<file path="config.mk">
export PLATFORM = sky130hd
export DESIGN_NAME = uart_rx_flat
export DESIGN_NICKNAME = d
export VERILOG_FILES = /design/src/rtl/uart_rx_pkg.sv /design/src/rtl/uart_rx_if.sv /design/src/rtl/uart_rx_sync_bit.sv /design/src/rtl/uart_rx.sv /design/src/flat_wrapper.sv
export SDC_FILE = /design/constraint.sdc
export NUM_CORES = 1
export LEC_CHECK = 0
export CELL_PAD_IN_SITES_DETAIL_PLACEMENT = 2
export CELL_PAD_IN_SITES_GLOBAL_PLACEMENT = 2
export CORE_ASPECT_RATIO = 1.25
export CORE_MARGIN = 10
export CORE_UTILIZATION = 40
export DETAILED_ROUTE_END_ITERATION = 16
export GPL_TIMING_DRIVEN = 0
export HOLD_SLACK_MARGIN = 0.02
export PLACE_DENSITY_LB_ADDON = 0.15
export SETUP_SLACK_MARGIN = 0.2
export SLEW_MARGIN = 20
export SYNTH_ARGS = -nofsm -noshare
export SYNTH_HDL_FRONTEND = slang
export SYNTH_SLANG_ARGS = --single-unit
</file>
<file path="constraint.sdc">
create_clock -name clk -period 3.7 [get_ports clk]
set_input_delay 0.555 -clock clk [delete_from_list [all_inputs] [get_ports clk]]
set_output_delay 0.555 -clock clk [all_outputs]
set_load 0.03 [all_outputs]
</file>
<file path="src/rtl/uart_rx_pkg.sv">
// uart_rx shared types.
// FSM state encodings and default frame width.
package uart_rx_pkg;

  localparam int DEF_DATA_BITS = 8;

  typedef enum logic [2:0] {
    S_IDLE  = 3'd0,
    S_START = 3'd1,
    S_DATA  = 3'd2,
    S_STOP  = 3'd3,
    S_BREAK = 3'd4
  } state_t;

endpackage

</file>
<file path="src/rtl/uart_rx_if.sv">
// uart_rx bundle: serial/baud side plus
// CPU-side byte output.
interface uart_rx_if #(
  parameter int DATA_BITS = 8
);
  logic                 rx;
  logic                 baud_mid;
  logic                 baud_rst;
  logic [DATA_BITS-1:0] data;
  logic                 valid;
  logic                 frame_err;
  logic                 busy;

  modport master (
    input  rx,
    input  baud_mid,
    output baud_rst,
    output data,
    output valid,
    output frame_err,
    output busy
  );

  modport slave (
    output rx,
    output baud_mid,
    input  baud_rst,
    input  data,
    input  valid,
    input  frame_err,
    input  busy
  );
endinterface

</file>
<file path="src/rtl/uart_rx_sync_bit.sv">
// N-stage synchroniser for one async bit,
// async active-low reset to RST_VAL.
module uart_rx_sync_bit #(
  parameter int   N       = 2,
  parameter logic RST_VAL = 1'b1
) (
  input  logic clk,
  input  logic rst,
  input  logic d,
  output logic q
);

  logic [N-1:0] ff;

  // Shift the async input through N flops.
  always_ff @(posedge clk or negedge rst) begin
    if (!rst) ff <= {N{RST_VAL}};
    else      ff <= {ff[N-2:0], d};
  end

  assign q = ff[N-1];

endmodule

</file>
<file path="src/rtl/uart_rx.sv">
// 8N1 UART receiver driven by a split
// baud generator's mid-bit tick.
module uart_rx
  import uart_rx_pkg::*;
#(
  parameter int DATA_BITS   = DEF_DATA_BITS,
  parameter int SYNC_STAGES = 2
) (
  input  logic         clk,
  input  logic         rst,
  uart_rx_if.master    bus
);

  localparam int CW =
    (DATA_BITS > 1) ? $clog2(DATA_BITS) : 1;
  localparam logic [CW-1:0] LAST =
    CW'(DATA_BITS - 1);

  state_t               state;
  logic [CW-1:0]        cnt;
  logic [DATA_BITS-1:0] shreg;
  logic                 rx_s;

  uart_rx_sync_bit #(
    .N       (SYNC_STAGES),
    .RST_VAL (1'b1)
  ) u_sync (
    .clk (clk),
    .rst (rst),
    .d   (bus.rx),
    .q   (rx_s)
  );

  // Frame FSM; all outputs registered.
  always_ff @(posedge clk or negedge rst) begin
    if (!rst) begin
      state         <= S_IDLE;
      cnt           <= '0;
      shreg         <= '0;
      bus.baud_rst  <= 1'b1;
      bus.data      <= '0;
      bus.valid     <= 1'b0;
      bus.frame_err <= 1'b0;
      bus.busy      <= 1'b0;
    end else begin
      bus.valid     <= 1'b0;
      bus.frame_err <= 1'b0;
      unique case (state)
        S_IDLE: begin
          bus.baud_rst <= 1'b1;
          if (!rx_s) begin
            state        <= S_START;
            bus.baud_rst <= 1'b0;
            bus.busy     <= 1'b1;
          end
        end
        S_START: begin
          if (bus.baud_mid) begin
            if (rx_s) begin
              state        <= S_IDLE;
              bus.baud_rst <= 1'b1;
              bus.busy     <= 1'b0;
            end else begin
              state <= S_DATA;
              cnt   <= '0;
            end
          end
        end
        S_DATA: begin
          if (bus.baud_mid) begin
            shreg <= {rx_s, shreg[DATA_BITS-1:1]};
            cnt   <= cnt + 1'b1;
            if (cnt == LAST) state <= S_STOP;
          end
        end
        S_STOP: begin
          if (bus.baud_mid) begin
            bus.baud_rst <= 1'b1;
            if (rx_s) begin
              bus.data  <= shreg;
              bus.valid <= 1'b1;
              bus.busy  <= 1'b0;
              state     <= S_IDLE;
            end else begin
              bus.frame_err <= 1'b1;
              state         <= S_BREAK;
            end
          end
        end
        S_BREAK: begin
          bus.baud_rst <= 1'b1;
          if (rx_s) begin
            state    <= S_IDLE;
            bus.busy <= 1'b0;
          end
        end
        default: begin
          state        <= S_IDLE;
          bus.baud_rst <= 1'b1;
          bus.busy     <= 1'b0;
        end
      endcase
    end
  end

endmodule

</file>
<file path="src/flat_wrapper.sv">
// flat-port wrapper written by rule: the top's interface ports become plain ports
module uart_rx_flat import uart_rx_pkg::*;
#(
  parameter int DATA_BITS   = DEF_DATA_BITS,
  parameter int SYNC_STAGES = 2
)
  (clk, rst, bus_rx, bus_baud_mid, bus_baud_rst, bus_data, bus_valid, bus_frame_err, bus_busy);
  uart_rx_if #(.DATA_BITS(DATA_BITS)) bus_i ();
  input  logic clk;
  input  logic rst;
  input wire logic [$bits(bus_i.rx)-1:0] bus_rx;
  input wire logic [$bits(bus_i.baud_mid)-1:0] bus_baud_mid;
  output wire logic [$bits(bus_i.baud_rst)-1:0] bus_baud_rst;
  output wire logic [$bits(bus_i.data)-1:0] bus_data;
  output wire logic [$bits(bus_i.valid)-1:0] bus_valid;
  output wire logic [$bits(bus_i.frame_err)-1:0] bus_frame_err;
  output wire logic [$bits(bus_i.busy)-1:0] bus_busy;
  assign bus_i.rx = bus_rx;
  assign bus_i.baud_mid = bus_baud_mid;
  assign bus_baud_rst = bus_i.baud_rst;
  assign bus_data = bus_i.data;
  assign bus_valid = bus_i.valid;
  assign bus_frame_err = bus_i.frame_err;
  assign bus_busy = bus_i.busy;
  uart_rx #(.DATA_BITS(DATA_BITS), .SYNC_STAGES(SYNC_STAGES)) u_core (.clk(clk), .rst(rst), .bus(bus_i));
endmodule
</file>
==> run summary <==
For the detailed-route DRC error count, the log shows 0. The number of instances resized during post-cts repair was 0. The worst reg-to-reg path cell count was 4; the synthesized area divided by synthesized cell count was 14.31 um^2. At the pin with the least slew margin, the transition time is 619.7 ps. The routed design has 2311 um of wire.

After detailed routing, the number of vias per cell comes to 5.237. For the global-route wire length before repair, the log shows 4002 um. After synthesis, the most frequently instantiated cells are dfrtp_1 (25), mux2_2 (8), mux2_4 (8), a21oi_1 (4).

The floorplan step defined a core boundary enclosing 2918 um^2. The tools report the data arrival time of the worst path as 1540 ps. Based on the critical path, the design can be clocked at up to 476.5 MHz.

The final route contains 728 vias. The total track usage was 8.647%. After detailed placement, the total cell area comes to 1393 um^2. The critical path in this run is classified as reg2out. Largest driver fanout on the critical path: 3. Once placement completed, the tool counted placed cells totaling 135. For this run the aggregate overflow at the end of global routing stands at 0. The tool flagged a number of max-cap violations equal to 0.

The count of nets left with antenna violations once routing finished came out at 0. For this design the ratio of total power to cell area is 696.8 nW/um^2. Counting every instance in the synthesized netlist gives 84.

Final worst-path cycle share: 56.72%. After synthesis, flip-flops and latches occupy 58.58% of the total area. TritonCTS built the clock tree.

Across all setup checks in the final design, the least slack found is 1601 ps. Cells with a size suffix above 1 make up 29.13% of the layout. The net count of the mapped netlist is 90.

Of the total power, the clock network draws 14.4%. Sum of negative setup slack: 0 ps. After synthesis the netlist holds a flip-flop and latch count of 28. The tools report the pre-CTS setup slack as 1464 ps. The number of hold-slack violations in the final timing report was 0.

For this design the static power due to leakage is 0.6894 nW. For the HPWL reported at the end of detailed placement, the log shows 1753 um. In this run the horizontal extent of the chip is 69.04 um. The finished cells cover 1429 um^2. Setup repair after global routing left no endpoint under its margin. The number of antenna violations at the first check in global routing was 0.

The run gives 3140 ps as the required time at the worst-slack endpoint. The clock-pin slew on the worst setup and hold paths came out at 140 ps. Clock tree synthesis inserted a total of 3 buffers. The tools report the level count of the clock H-tree as 1. Relative to the synthesized area, the layout overhead comes to 18.83%. Of the total power, registers draw 46.5%. The initialized floorplan defines 22 standard-cell rows. The worst setup path is captured at an output port. The layout has 308 filler cells. The run gives 0.3624 mV as the peak supply drop. The cell family contributing the most delay on the critical path is buffers and inverters. The synthesized design contains 0 enable-type register cells. Pin placement for this block handled 16 I/O pins. The tree is rooted in a clkbuf_4. The via count of the first global-routing pass is 830.

The floorplan step defined a die boundary enclosing 5613 um^2. For this design, the CTS-stage hold fixing added 0 buffers. Dividing the detail-routed wire length by the instance count gives 16.63 um. The internal portion of the total power is 0.6598 mW. For this run, the slowest stage of the critical path takes 670 ps.

The synthesized design devotes to its leading area cell type 52.03% of total area. Traced cell by cell, the critical path runs through clkdlybuf4s50_1. Path type of the worst min-delay path: in2async. Entering global routing, the biggest net connects 29 pins. In this run the power spent charging and discharging nets is 0.3358 mW. The number of antenna diodes in the final layout is 0. The number of nets in the finished design is 110. The logs give 320 ps for the clock insertion delay at the later pin of the skew report and 0.9956 mW for the total power after layout.

The tools report the post-route non-filler standard cell count as 139. Post-CTS setup buffer count: 0. The number of port buffers works out to 15. The number of buffers and inverters on the critical path is 1. The clock passes through at most 2 buffers. The worst pin sits at a relative slew slack of 58.69%. Summing every instance area after synthesis gives 1202 um^2.

The share of total power dissipated in combinational logic is 39.1%. The minimum period implied by the final worst setup slack was 2099 ps; the final count of pins violating max slew was 0. The flow ran to the end, and the final reports show no timing, DRC or antenna violations. The critical path starts at u_core.bus.baud_rst$_DFFE_PN1P_.

At the end of routability-driven placement, the weighted congestion stood at 0.7210. The most used flip-flop cell after synthesis is dfrtp_1. dfrtp_1 takes more of the synthesized area than any other cell. The initial utilization of the core area, before any placement, comes to 41.21%. The critical path startpoint category was a flop.

After synthesis, the share of flip-flops with an asynchronous set or reset is 100.0%. For the final database, setup skew stands at 2.138 ps. Synthesis instantiated 30 different standard cells from the library. The startpoint identified for the worst register-to-register timing path is u_core.state[2]$_DFFE_PN0P_.

Number of design-rule violations left by the first detailed-router iteration: 20. The slowest stage of the critical path belongs to the cell clkdlybuf4s50_1. The critical path depth was 1.

In the post-synthesis netlist, the cell with the most instances is dfrtp_1. Of the total power, the share spent switching nets is 33.73%. For this run, the number of Yosys warnings is 0. The number of setup violations in the final report was 0. For this run, the detailed router's first-pass iteration total came to 2.

In the post-synthesis netlist, the biggest area contributors are dfrtp_1 (52%), mux2_4 (10%), mux2_2 (7.5%), dfstp_2 (6.6%), ha_1 (2.1%). The floorplan step set the die height to 81.30 um. The clock drives 28 sinks.
==> per-stage QoR <==
stage                     util (%)  hold WS [ps]
final                        48.97         228.2
after global routing         48.97         255.9
after CTS                    48.97         239.1
after detailed placement     47.73         348.8
after global placement       47.90         347.3
after floorplan                  -         259.4
==> cell type report <==
cell class              count  area [um^2]  area share (%)
flip-flops and latches     28        704.4           49.30
repair buffers             15        145.1           10.16
well taps                  36        45.04           3.152
inverters                   3        11.26          0.7881
plain buffers               4        33.78           2.364
multi-input cells          49        452.9           31.70
clock buffers               4        36.28           2.539
==> logic make-up (layout without fill, tap and decap cells) <==
| logic type | count (synthesis) | after routing | share of synthesized area, % |
|---|---|---|---|
| DFF | 28 | 28 | 58.59 |
| muxes | 17 | 17 | 18.31 |
| and+or+nand+nor | 15 | 15 | 8.222 |
| AOI/OAI and AO/OA | 14 | 14 | 8.220 |
| buffers and inverters | 7 | 26 | 3.746 |
| adders and majority gates | 3 | 3 | 2.913 |
==> sequential cells by signal (all words and copies together), names as in the netlist <==
signal and flops:
u_core.bus.frame_err 1, u_core.u_sync.ff 2, u_core.state 3, u_core.bus.busy 1
u_core.cnt 3, u_core.bus.valid 1, u_core.shreg 8, u_core.bus.baud_rst 1
u_core.bus.data 8
==> worst paths after layout <==
check / end / slack (ps)
setup / recovery: bus_baud_rst / 1600
hold / removal: u_core.bus.data[7]$_DFFE_PN0P_ / 230
setup reg to reg: u_core.bus.data[0]$_DFFE_PN0P_ / 2150
hold reg to reg: u_core.u_sync.ff[1]$_DFF_PN1_ / 370
max in group asynchronous: u_core.shreg[3]$_DFFE_PN0P_ / 3070
min in group clk: u_core.u_sync.ff[1]$_DFF_PN1_ / 370
==> worst register-to-register path: cells and delay by family (launching register included) <==
family | cells | cell delay [ps]
buffers and inverters | 1 | 160
flip-flops | 1 | 480
multiplexers | 1 | 300
AND/OR/NAND/NOR | 2 | 510
==> power by group through the flow <==
stage                     Combinational (mW)  Sequential, mW  Clock, mW
after floorplan                        0.204           0.526          0
final                                  0.389           0.463      0.143
after detailed placement               0.398           0.473          0
after global routing                   0.430           0.480      0.162
after global placement                 0.384           0.467          0
after CTS                              0.401           0.466      0.150
==> routing by layer <==
metal	vias to the layer above	wire, um	track usage, %
met2	9	1257	16.21
met4	0	17	3.629
met3	2	124	2.683
met5	-	0	0
met1	383	911	8.742
li1	334	-	-
==> cells in the final DEF, fill, tap and decap left out, drive strengths merged <==
cell | Yosys | final
nor2b | 1 | 1
clkdlybuf4s50 | 0 | 14
a311oi | 1 | 1
o21bai | 2 | 2
dfstp | 3 | 3
maj3 | 1 | 1
inv | 3 | 3
mux2i | 1 | 1
a211oi | 3 | 3
dfrtp | 25 | 25
or2 | 2 | 2
buf | 3 | 4
nand2b | 1 | 1
nand2 | 1 | 1
ha | 2 | 2
nor2 | 3 | 3
mux2 | 16 | 16
a22o | 2 | 2
and2b | 1 | 1
or3b | 1 | 1
nor3b | 1 | 1
o21ai | 1 | 1
a21oi | 4 | 4
nand4b | 1 | 1
a21bo | 1 | 1
and2 | 1 | 1
and4b | 1 | 1
or2b | 1 | 1
clkbuf | 1 | 5
No activity file was read; power rests on OpenSTA's default activity.
==> edit: new RTL, same flow settings <==
Re-encode `state_t` (5 states) as one-hot, 5 bits wide.
--- a/src/rtl/uart_rx_pkg.sv
+++ b/src/rtl/uart_rx_pkg.sv
@@ -5,10 +5,10 @@
   localparam int DEF_DATA_BITS = 8;
 
-  typedef enum logic [2:0] {
-    S_IDLE  = 3'd0,
-    S_START = 3'd1,
-    S_DATA  = 3'd2,
-    S_STOP  = 3'd3,
-    S_BREAK = 3'd4
+  typedef enum logic [4:0] {
+    S_IDLE  = 5'b00001,
+    S_START = 5'b00010,
+    S_DATA  = 5'b00100,
+    S_STOP  = 5'b01000,
+    S_BREAK = 5'b10000
   } state_t;
 
Formal check against the unedited RTL: no difference found for any inputs over 10 cycles, from zero or initial values and one cycle with rst low; not proved beyond that.
==> edit against the original RTL <==
  * Sequential cell count grew 2
  * Synthesized cell count up 36%
  * Synthesized area increased by 20%
  * Final area increased by 21%
  * Worst hold slack better by 71 ps
  * Total power increased by 1.5%
  * Routed wire length increased by 52%
  * Worst setup slack gained 61 ps
  * Largest power group unchanged
==> edit: results (changes against the original RTL) <==
Parameter                              Value

Synth
  Adder-cell area share of the yosys netlist    1.730% (was 2.914%)
  Fraction of synthesized area in multiplexers    14.27% (was 18.31%)
  Number of distinct library cells after synthesis    42 (was 30)
  Register area share after synthesis    52.25% (was 58.58%)
  Xor/xnor share of the synthesized area    1.211% (was 0%)
  Post-synth top cells    26 x dfrtp_1, 13 x mux2_2, 7 x a21oi_1 (was 25 x dfrtp_1, 8 x mux2_2, 8 x mux2_4)
  Post-synth net total    120 (was 90)

Routing
  Number of optimization iterations in the first detailed-route pass    3 (was 2)
  Violation count after the first detailed-route iteration    30 (was 20)
  Ratio of routed vias to standard cells    5.614 (was 5.237)

Run status
  Outcome    complete, no violations (unchanged)

Placement
  Final Wtd Congestion    0.7807 (was 0.7210)
  HPWL after detailed placement    2.460 mm (was 1.753 mm)
  Total placed instance area    1640 µm² (was 1393 µm²)
  Number of placed instances, taps included    168 (was 135)

GRT
  Total routing usage reported by global routing    11.92% (was 8.647%)
  Via count of the first global-routing pass    1,145 (was 830)
  Wire length of the first global-routing pass    5.733 mm (was 4.002 mm)
  Maximum number of pins on one net before global-route repair    31 (was 29)

Setup path
  Family with the most delay on the worst path    buffers and inverters (unchanged)
  Launch point of the worst reg-to-reg path    u_core.state[1]$_DFFE_PN0P_ (was u_core.state[2]$_DFFE_PN0P_)
  Arrival time at the worst endpoint    1480 ps (was 1540 ps)
  End of the worst register-to-register path    u_core.bus.data[1]$_DFFE_PN0P_ (was u_core.bus.data[0]$_DFFE_PN0P_)
  Setup slack of the most critical reg-to-reg path    1890 ps (was 2150 ps)

Timing
  Worst hold margin    299.2 ps (was 228.2 ps)
  Actual slew at the worst max-slew pin    664.3 ps (was 619.7 ps)

Finish
  Largest registers    u_core.bus.data (8), u_core.shreg (8), u_core.state (5) (was u_core.bus.data (8), u_core.shreg (8))
  Share of layout cells above drive strength 1    30.66% (was 29.13%)

Clock network
  CTS H-Tree Depth    2 (was 1)
  Clk Tree Root Cell    clkbuf_8 (was clkbuf_4)
  Clock edge transition at the registers on the reported setup and hold paths    70 ps (was 140 ps)
  Number of CTS-inserted buffers    5 (was 3)
  Skew-Pair Late Insertion Delay    290 ps (was 320 ps)

Power and ir drop
  Static Leakage    0.8141 nW (was 0.6894 nW)
  Max IR drop VDD    0.4566 mV (was 0.3624 mV)
[edit: cell count changes after synthesis, sizes merged, moves of 3 or more]
cell / before / now
a21oi: 4 / 7
o21ai: 1 / 6
nor3: 0 / 5
nor3b: 1 / 4
a211oi: 3 / 0
nand3b: 0 / 4
nor2b: 1 / 4
[edit: logic make-up (layout without fill, tap and decap cells)]
group | Yosys count | count (layout)
and+or+nand+nor | 36 | 36
DFF | 30 | 30
AOI/OAI and AO/OA | 19 | 19
muxes | 18 | 18
buffers and inverters | 7 | 30
adders and majority gates | 2 | 2
xor gates and xnor gates | 2 | 2
[edit: metal layers]
layer / share of wire [%] / wire (µm) / GRT usage [%] / vias up
met5: 0 / 0 / 0 / -
met4: 1.6 / 55 / 4.584 / 0
met2: 56 / 1980 / 21.58 / 17
li1: - / - / - / 455
met1: 37 / 1290 / 11.44 / 510
met3: 5.1 / 178 / 5.023 / 6
[edit: cell type report]
type	instances	area (µm²)
Fill cell	349	1748
Sequential cell	30	755.7
Multi-Input combinational cell	77	641.9
Timing Repair Buffer	15	145.1
Clock buffer	6	82.58
Tap cell	39	48.80
Buffer	6	45.04
Clock inverter	2	12.51
Inverter	1	3.754
[edit: through the flow]
step,setup WS (ps),util (%)
global route,1596,49.82
floorplan,2190,-
detailed placement,1390,47.09
global placement,1454,47.23
finish,1663,49.82
CTS,1646,49.82
[edit: power by group]
group	internal [W]	switching [W]	leakage [nW]	total, W
clock	0.000149	0.000128	0.0472	0.000277
combinational	0.000138	0.000177	0.366	0.000315
sequential	0.000378	0.0000410	0.400	0.000419
total	0.000665	0.000346	0.814	0.00101
